--- config.mk ---
export PLATFORM = sky130hd
export DESIGN_NAME = mult24_scheduler
export DESIGN_NICKNAME = d
export VERILOG_FILES = /design/src/rtl/mult24_scheduler.sv
export SDC_FILE = /design/constraint.sdc
export NUM_CORES = 1
export LEC_CHECK = 0
export CORE_AREA = 4 4 117 119
export CTS_CLUSTER_DIAMETER = 100
export CTS_CLUSTER_SIZE = 10
export DETAILED_ROUTE_END_ITERATION = 10
export DIE_AREA = 0 0 121 123
export PLACE_DENSITY = 0.81
export SKIP_CTS_REPAIR_TIMING = 1
export SLEW_MARGIN = 10
export SYNTH_ARGS = -nofsm -noshare
export SYNTH_HDL_FRONTEND = slang
export SYNTH_SLANG_ARGS = --single-unit
--- constraint.sdc ---
create_clock -name CLK -period 7.9 [get_ports CLK]
set_clock_uncertainty 0.2 [all_clocks]
set_input_delay 1.58 -clock CLK [delete_from_list [all_inputs] [get_ports CLK]]
set_output_delay 1.58 -clock CLK [all_outputs]
set_load 0.01 [all_outputs]
--- src/rtl/mult24_scheduler.sv ---
// mult24_scheduler
//
// Round-robin front end that shares one pipelined 24x24 mantissa multiplier
// (result = product[47:23], LAT clocks from MA/MB to MR) between N
// requesters. One operand pair is accepted per cycle. The pair is registered
// onto MA/MB, and a {valid, id} tag travels alongside it so that the result
// can be returned with a one-hot owner strobe.
//
// Parameters
//   N     number of requesters (2..8)
//   LAT   multiplier latency, MA/MB inputs to MR output
//
// Ports
//   CLK    in   1      system clock, rising edge
//   RESET  in   1      asynchronous, active-high reset
//   REQ    in   N      request level per requester
//   A, B   in   N*24   operand pairs, slice i = [24*i+23:24*i]
//   ACK    out  N      one-hot grant, combinational
//   MA, MB out  24     registered operands to the multiplier
//   MR     in   25     multiplier result
//   R      out  25     registered result
//   RVLD   out  N      one-hot owner strobe for R, one cycle wide
//   BUSY   out  1      an issued operation has not yet produced RVLD
module mult24_scheduler #(
  parameter int N   = 4,
  parameter int LAT = 2
) (
  input  logic            CLK,
  input  logic            RESET,
  input  logic [N-1:0]    REQ,
  input  logic [N*24-1:0] A,
  input  logic [N*24-1:0] B,
  output logic [N-1:0]    ACK,
  output logic [23:0]     MA,
  output logic [23:0]     MB,
  input  logic [24:0]     MR,
  output logic [24:0]     R,
  output logic [N-1:0]    RVLD,
  output logic            BUSY
);

  localparam int IW = $clog2(N);
  typedef logic [IW-1:0] id_t;

  localparam logic [N-1:0] ONE = {{(N-1){1'b0}}, 1'b1};

  id_t          ptr;
  logic         grant;
  id_t          gidx;

  // Stage 0 is aligned with MA/MB; stage LAT is aligned with MR.
  logic [LAT:0] tag_vld;
  logic [LAT:0] tag_vld_nxt;
  id_t          tag_id [LAT+1];
  logic         busy_nxt;

  // Round-robin search starting one past the last granted requester.
  // NOTE: every variable assigned in always_comb gets a default first, so no
  // path leaves it unassigned and no latch is inferred.
  always_comb begin
    grant = 1'b0;
    gidx  = '0;
    for (int k = 1; k <= N; k++) begin
      if (!grant && REQ[(int'(ptr) + k) % N]) begin
        grant = 1'b1;
        gidx  = id_t'((int'(ptr) + k) % N);
      end
    end
    // No grant can be taken while reset holds the state cleared.
    if (RESET) grant = 1'b0;
  end

  assign ACK = grant ? (ONE << gidx) : '0;

  assign tag_vld_nxt = {tag_vld[LAT-1:0], grant};
  // The RVLD stage is busy next cycle exactly when the last tag is valid now.
  assign busy_nxt    = (|tag_vld_nxt) | tag_vld[LAT];

  // NOTE: sequential state uses non-blocking assignments so every register
  // samples pre-edge values regardless of statement order.
  always_ff @(posedge CLK or posedge RESET) begin
    if (RESET) begin
      ptr     <= id_t'(N - 1);
      MA      <= '0;
      MB      <= '0;
      R       <= '0;
      RVLD    <= '0;
      BUSY    <= 1'b0;
      tag_vld <= '0;
    end else begin
      tag_vld <= tag_vld_nxt;
      BUSY    <= busy_nxt;
      if (grant) begin
        ptr <= gidx;
        MA  <= A[int'(gidx)*24 +: 24];
        MB  <= B[int'(gidx)*24 +: 24];
      end
      if (tag_vld[LAT]) begin
        R    <= MR;
        RVLD <= ONE << tag_id[LAT];
      end else begin
        RVLD <= '0;
      end
    end
  end

  // NOTE: the tag ids are payload qualified by tag_vld, so they carry no
  // reset; clearing the valids is enough to discard in-flight work.
  always_ff @(posedge CLK) begin
    tag_id[0] <= gidx;
    for (int s = 1; s <= LAT; s++) begin
      tag_id[s] <= tag_id[s-1];
    end
  end

endmodule

Word level (Yosys, flattened, before mapping):

Memories as Yosys holds them, arrays and structs flattened.
Cells that the tools add are included.

* bits in registers: 83
* memory bits (writable): 6
* input bits: 223
* output and inout bits: 82
* word-level logic and storage cells: 60
* memories kept: 1

* add/sub/neg operators: 4
* $mul: 1
* magnitude comparators: 4
* shift operators: 4
* mux-type cells: 23
* bitwise gates (word level): 5
* reductions and logical operators: 11

Memories
* tag_id: words 3, width 2, rd ports 3, clocked after Yosys merged registers in 0, wr ports 3, line 54 `id_t tag_id [LAT+1];`

Operator list (count)
* indexed part select 96 x 32 -> 24 bit: 1
* indexed part select 96 x 8 -> 24 bit: 1
* < comparator 3 x 4 -> 1 bit, second input constant: 4
* two-way mux 1 bit: 13
* binary-select mux 1 bit (select 2 bit): 4
* two-way mux 2 bit: 4
* two-way mux 4 bit: 2
* OR reduction 2 bit: 4
* left shift 1 x 2 -> 4 bit, first input constant: 2
* adder 2 x 1 -> 2 bit, second input constant: 2
* adder 2 bit, second input constant: 2
* AND 1 bit, first input constant: 4
* multiplier 2 x 2 -> 4 bit, second input constant: 1
* logical AND 1 bit: 3
* zero test 1 bit: 3
* OR reduction 3 bit: 1
* OR 1 bit: 1

Logic depth before layout (Yosys ltp):

* depth in word-level cells: 19
* depth in mapped cells: 8

Worst setup path after synthesis:

OpenSTA, ideal clock, no wires.

* kind: in2out
* from: in REQ[0]
* to: out ACK[2]
* arrival time: 2829 ps
* required time: 6120 ps
* path slack: 3291 ps
* stages: 4
* path buffers: 0
* cell sequence: or2_1 > a22o_1 > a221o_1 > nor4b_1

* cells in the longest elaborated chain, start to end: 15
* elaborated cells on any way between the ends: 29

Ends and longest elaborated chain
* start: declaration: line 30 `input logic [N-1:0] REQ,`
* binary-select mux 1 bit (select 2 bit): line 64 `if (!grant && REQ[(int'(ptr) + k) % N]) begin`
* two-way mux 1 bit (not written as such) (2 in a row): line 64
* two-way mux 1 bit: line 64
* zero test 1 bit: line 64
* logical AND 1 bit: line 64
* two-way mux 1 bit: line 64
* zero test 1 bit: line 64
* logical AND 1 bit: line 64
* two-way mux 1 bit: line 64
* zero test 1 bit: line 64
* logical AND 1 bit: line 64
* two-way mux 2 bit or two-way mux 1 bit (tied branches): line 64
* left shift 1 x 2 -> 4 bit or two-way mux 1 bit (tied branches): line 73, 70
* two-way mux 4 bit *: line 73 `assign ACK = grant ? (ONE << gidx) : '0;`
* end: declaration: line 33 `output logic [N-1:0] ACK,`

Mark *: on every way between the ends. The rest lies on a longest branch, timed or not. The select of a mux whose other input is x is not followed.

Worst setup path in the final report:

* from: in REQ[2]
* to: out ACK[1]

Same word-level chain as after synthesis.

==> results.toml <==
[setup_path]
worst_ep_arrival_time_ps = 4370
rr_startpoint = "ptr[0]$_DFFE_PP1P_"
cp_slowest_cell = "clkdlybuf4s50_1"
required_ps = 6120
reg2reg_slack_ps = 5310
crit_type = "in -> out"
cpMostUsedCell = "clkdlybuf4s50_1"
cpPeakStageDelay_ps = 590
cp_max_fo = 32
start_kind = "input port"
reg2reg_depth = 6
critical-path-top-delay-family = "buffers and inverters"
reg2reg_to = "MB[22]$_DFFE_PP0P_"
cp_num_buf_inv = 3
critPathCaptureType = "output pin"
cp_cell_sequence = "clkdlybuf4s50_1, nor4_2, or2_2, buf_4, nor3_1, clkdlybuf4s50_1"

[placement]
dp_slack_ps = 1781
io_buffers = 304
place.gp.congestion = 0.8231
post_dp_cell_area_um2 = 7694
place_hpwl_um = 13470

[worst_hold_path]
hold_path_end = "tag_id[0][5]$_DFF_P_"
min_from = "tag_id[0][3]$_DFF_P_"
holdPathStages = 0
min_path_type = "reg -> reg"

[clock_network]
insertion_delay_ps = 340
cts-buffers-inserted = 9
tritoncts = "yes"
htreeDepth = 3
cts-root-buf = "clkbuf_16"
clockBufferDepth = 2
clk_pin_slew_ps = 60
cts_sinks = 89

[power]
power_density_nw_per_um2 = 206.5
ir_drop_mv = 0.1158
leakagePower_nw = 3.009

[route]
num_vias = 4989
vias_per_cell = 5.531
dr.pass1.iters = 5
wl_um = 18270
drcViolationCount = 0
ant_nets = 0
routedWlPerCell_um = 20.25
drt_iter0_drc = 474

[die]
start_util = 0.3660
die_area_um2 = 14880
io_pins = 305
die_x_um = 121
core_area_um2 = 12570
rows = 41
die_h_um = 123

[finish]
drive_gt1_frac = 0.1096
multi_input_area_um2 = 2165
fin_nets = 948
syn2layout_area_growth_pct = 74.37
final_util = 0.6381
regArea_um2 = 2200
nFillCells = 994
insertedDiodeCount = 0
finalInstanceArea_um2 = 8020

[sta]
hold_viol_final = 0
tns_ps = 0
max_slew_margin = 0.2380
setup_viol = 0
whs_ps = 131.0
max_freq_mhz = 162.7
worstMarginPinSlew_ps = 1143
min_period_over_period = 0.7781
rsz0062_at_grt = "no"
fin_ws_ps = 1753
slew_violations = 0
fin_crit_ps = 6147

[global_routing]
grt_max_degree = 84
antenna_found_initial = 0
grt_pass1_wl_um = 27810
grt_pass1_vias = 5239
grt.busiest_layer = "met2"
met1_usage = 0.2803
grt_overflow = 0
met2_usage = 0.4172
track_usage = 0.2386
gr-usage-met3 = 0.05352

[logic_synthesis]
ys_types = 43
syn_avg_cell_area_um2 = 10.24
ys_warn_count = 0
ys_ff_latch = 89
syn_inst = 449
syn_nets = 672
synth_seq_area_share = 0.4782
netlist_area_um2 = 4599

[job]
maxCapViolations = 0

[status]
outcome = "complete, no violations"
-- area by class of cell --
type | instances | share of cell area
clock buffers | 11 | 0.02902
multi-input cells | 307 | 0.2699
clock inverters | 5 | 0.009828
repair buffers | 312 | 0.3872
inverters | 6 | 0.002964
well taps | 172 | 0.02683
flip-flops and latches | 89 | 0.2743
-- cell usage after synthesis, drive strengths merged --
master | count | area share
a21o | 1 | 0.0016
o211ai | 49 | 0.081
nand3b | 1 | 0.0016
clkbuf | 22 | 0.018
and2 | 1 | 0.0014
o2bb2ai | 1 | 0.0019
and3b | 1 | 0.0019
o21a | 1 | 0.0016
nor3 | 1 | 0.0011
o21ba | 1 | 0.0022
or4 | 1 | 0.0016
a21oi | 2 | 0.0022
nor2 | 52 | 0.042
nand2 | 53 | 0.043
a221oi | 50 | 0.12
inv | 6 | 0.0049
buf | 25 | 0.036
and3 | 1 | 0.0014
a221o | 1 | 0.0022
dfrtp | 81 | 0.44
nor4 | 2 | 0.0041
o22ai | 1 | 0.0014
nor4b | 1 | 0.0019
o21ai | 3 | 0.0033
or2 | 2 | 0.0027
nor2b | 2 | 0.0027
mux2 | 25 | 0.061
dfxtp | 6 | 0.026
dfstp | 2 | 0.011
nor3b | 1 | 0.0016
a22o | 2 | 0.0038
or3 | 1 | 0.0014
a31oi | 48 | 0.065
nand2b | 2 | 0.0027
-- layout by cell type (no fill, tap or decap), drive strengths merged, types with 2 or more instances in the layout --
cell / instances
clkdlybuf4s50: 303
dfrtp: 81
nand2: 53
nor2: 52
a221oi: 50
o211ai: 49
a31oi: 48
mux2: 25
clkbuf: 11
buf: 9
dfxtp: 6
inv: 6
clkinv: 3
o21ai: 3
nor2b: 2
nand2b: 2
bufinv: 2
dfstp: 2
nor4: 2
or2: 2
a22o: 2
a21oi: 2
-- registers in the layout (all words and copies together), names as in the netlist --
signal,count
R,25
tag_id,6
ptr,2
RVLD,4
tag_vld,3
MA,24
BUSY,1
MB,24
-- how the worst max path moves through the flow --
stage,startpoint,end,slack (ps),cells past startpoint
5_1_grt,REQ[2],ACK[1],1610,6
2_1_floorplan,REQ[0],ACK[2],3290,4
3_3_place_gp,REQ[2],ACK[1],1870,6
3_5_place_dp,REQ[2],ACK[1],1780,6
6_report,REQ[2],ACK[1],1750,6
4_1_cts,REQ[2],ACK[1],1760,6
-- metrics by stage --
| stage | power (W) | cells |
|---|---|---|
| finish | 0.001657 | 902 |
| floorplan | 0.0008665 | 449 |
| detailed placement | 0.001210 | 885 |
| CTS | 0.001669 | 901 |
| global route | 0.001739 | 902 |
| global placement | 0.001191 | 885 |
-- kinds of logic after synthesis --
logic type             Yosys count  share of synthesized area
AOI/OAI and AO/OA              160                     0.2903
buffers and inverters           53                    0.05849
muxes                           25                    0.06121
and+or+nand+nor                122                     0.1118
DFF                             89                     0.4782
-- per-layer routing --
| metal | share of wire | vias up |
|---|---|---|
| li1 | - | 2267 |
| met1 | 0.37 | 2361 |
| met2 | 0.51 | 303 |
| met3 | 0.085 | 58 |
| met4 | 0.040 | 0 |
| met5 | 0 | - |
-- power breakdown --
part | leakage (nW) | switching (W) | internal, W
sequential | 1.01 | 0.0000555 | 0.000542
combinational | 1.85 | 0.000281 | 0.000326
clock | 0.154 | 0.000174 | 0.000277
Note: power is estimated with default switching activity, not from simulation.
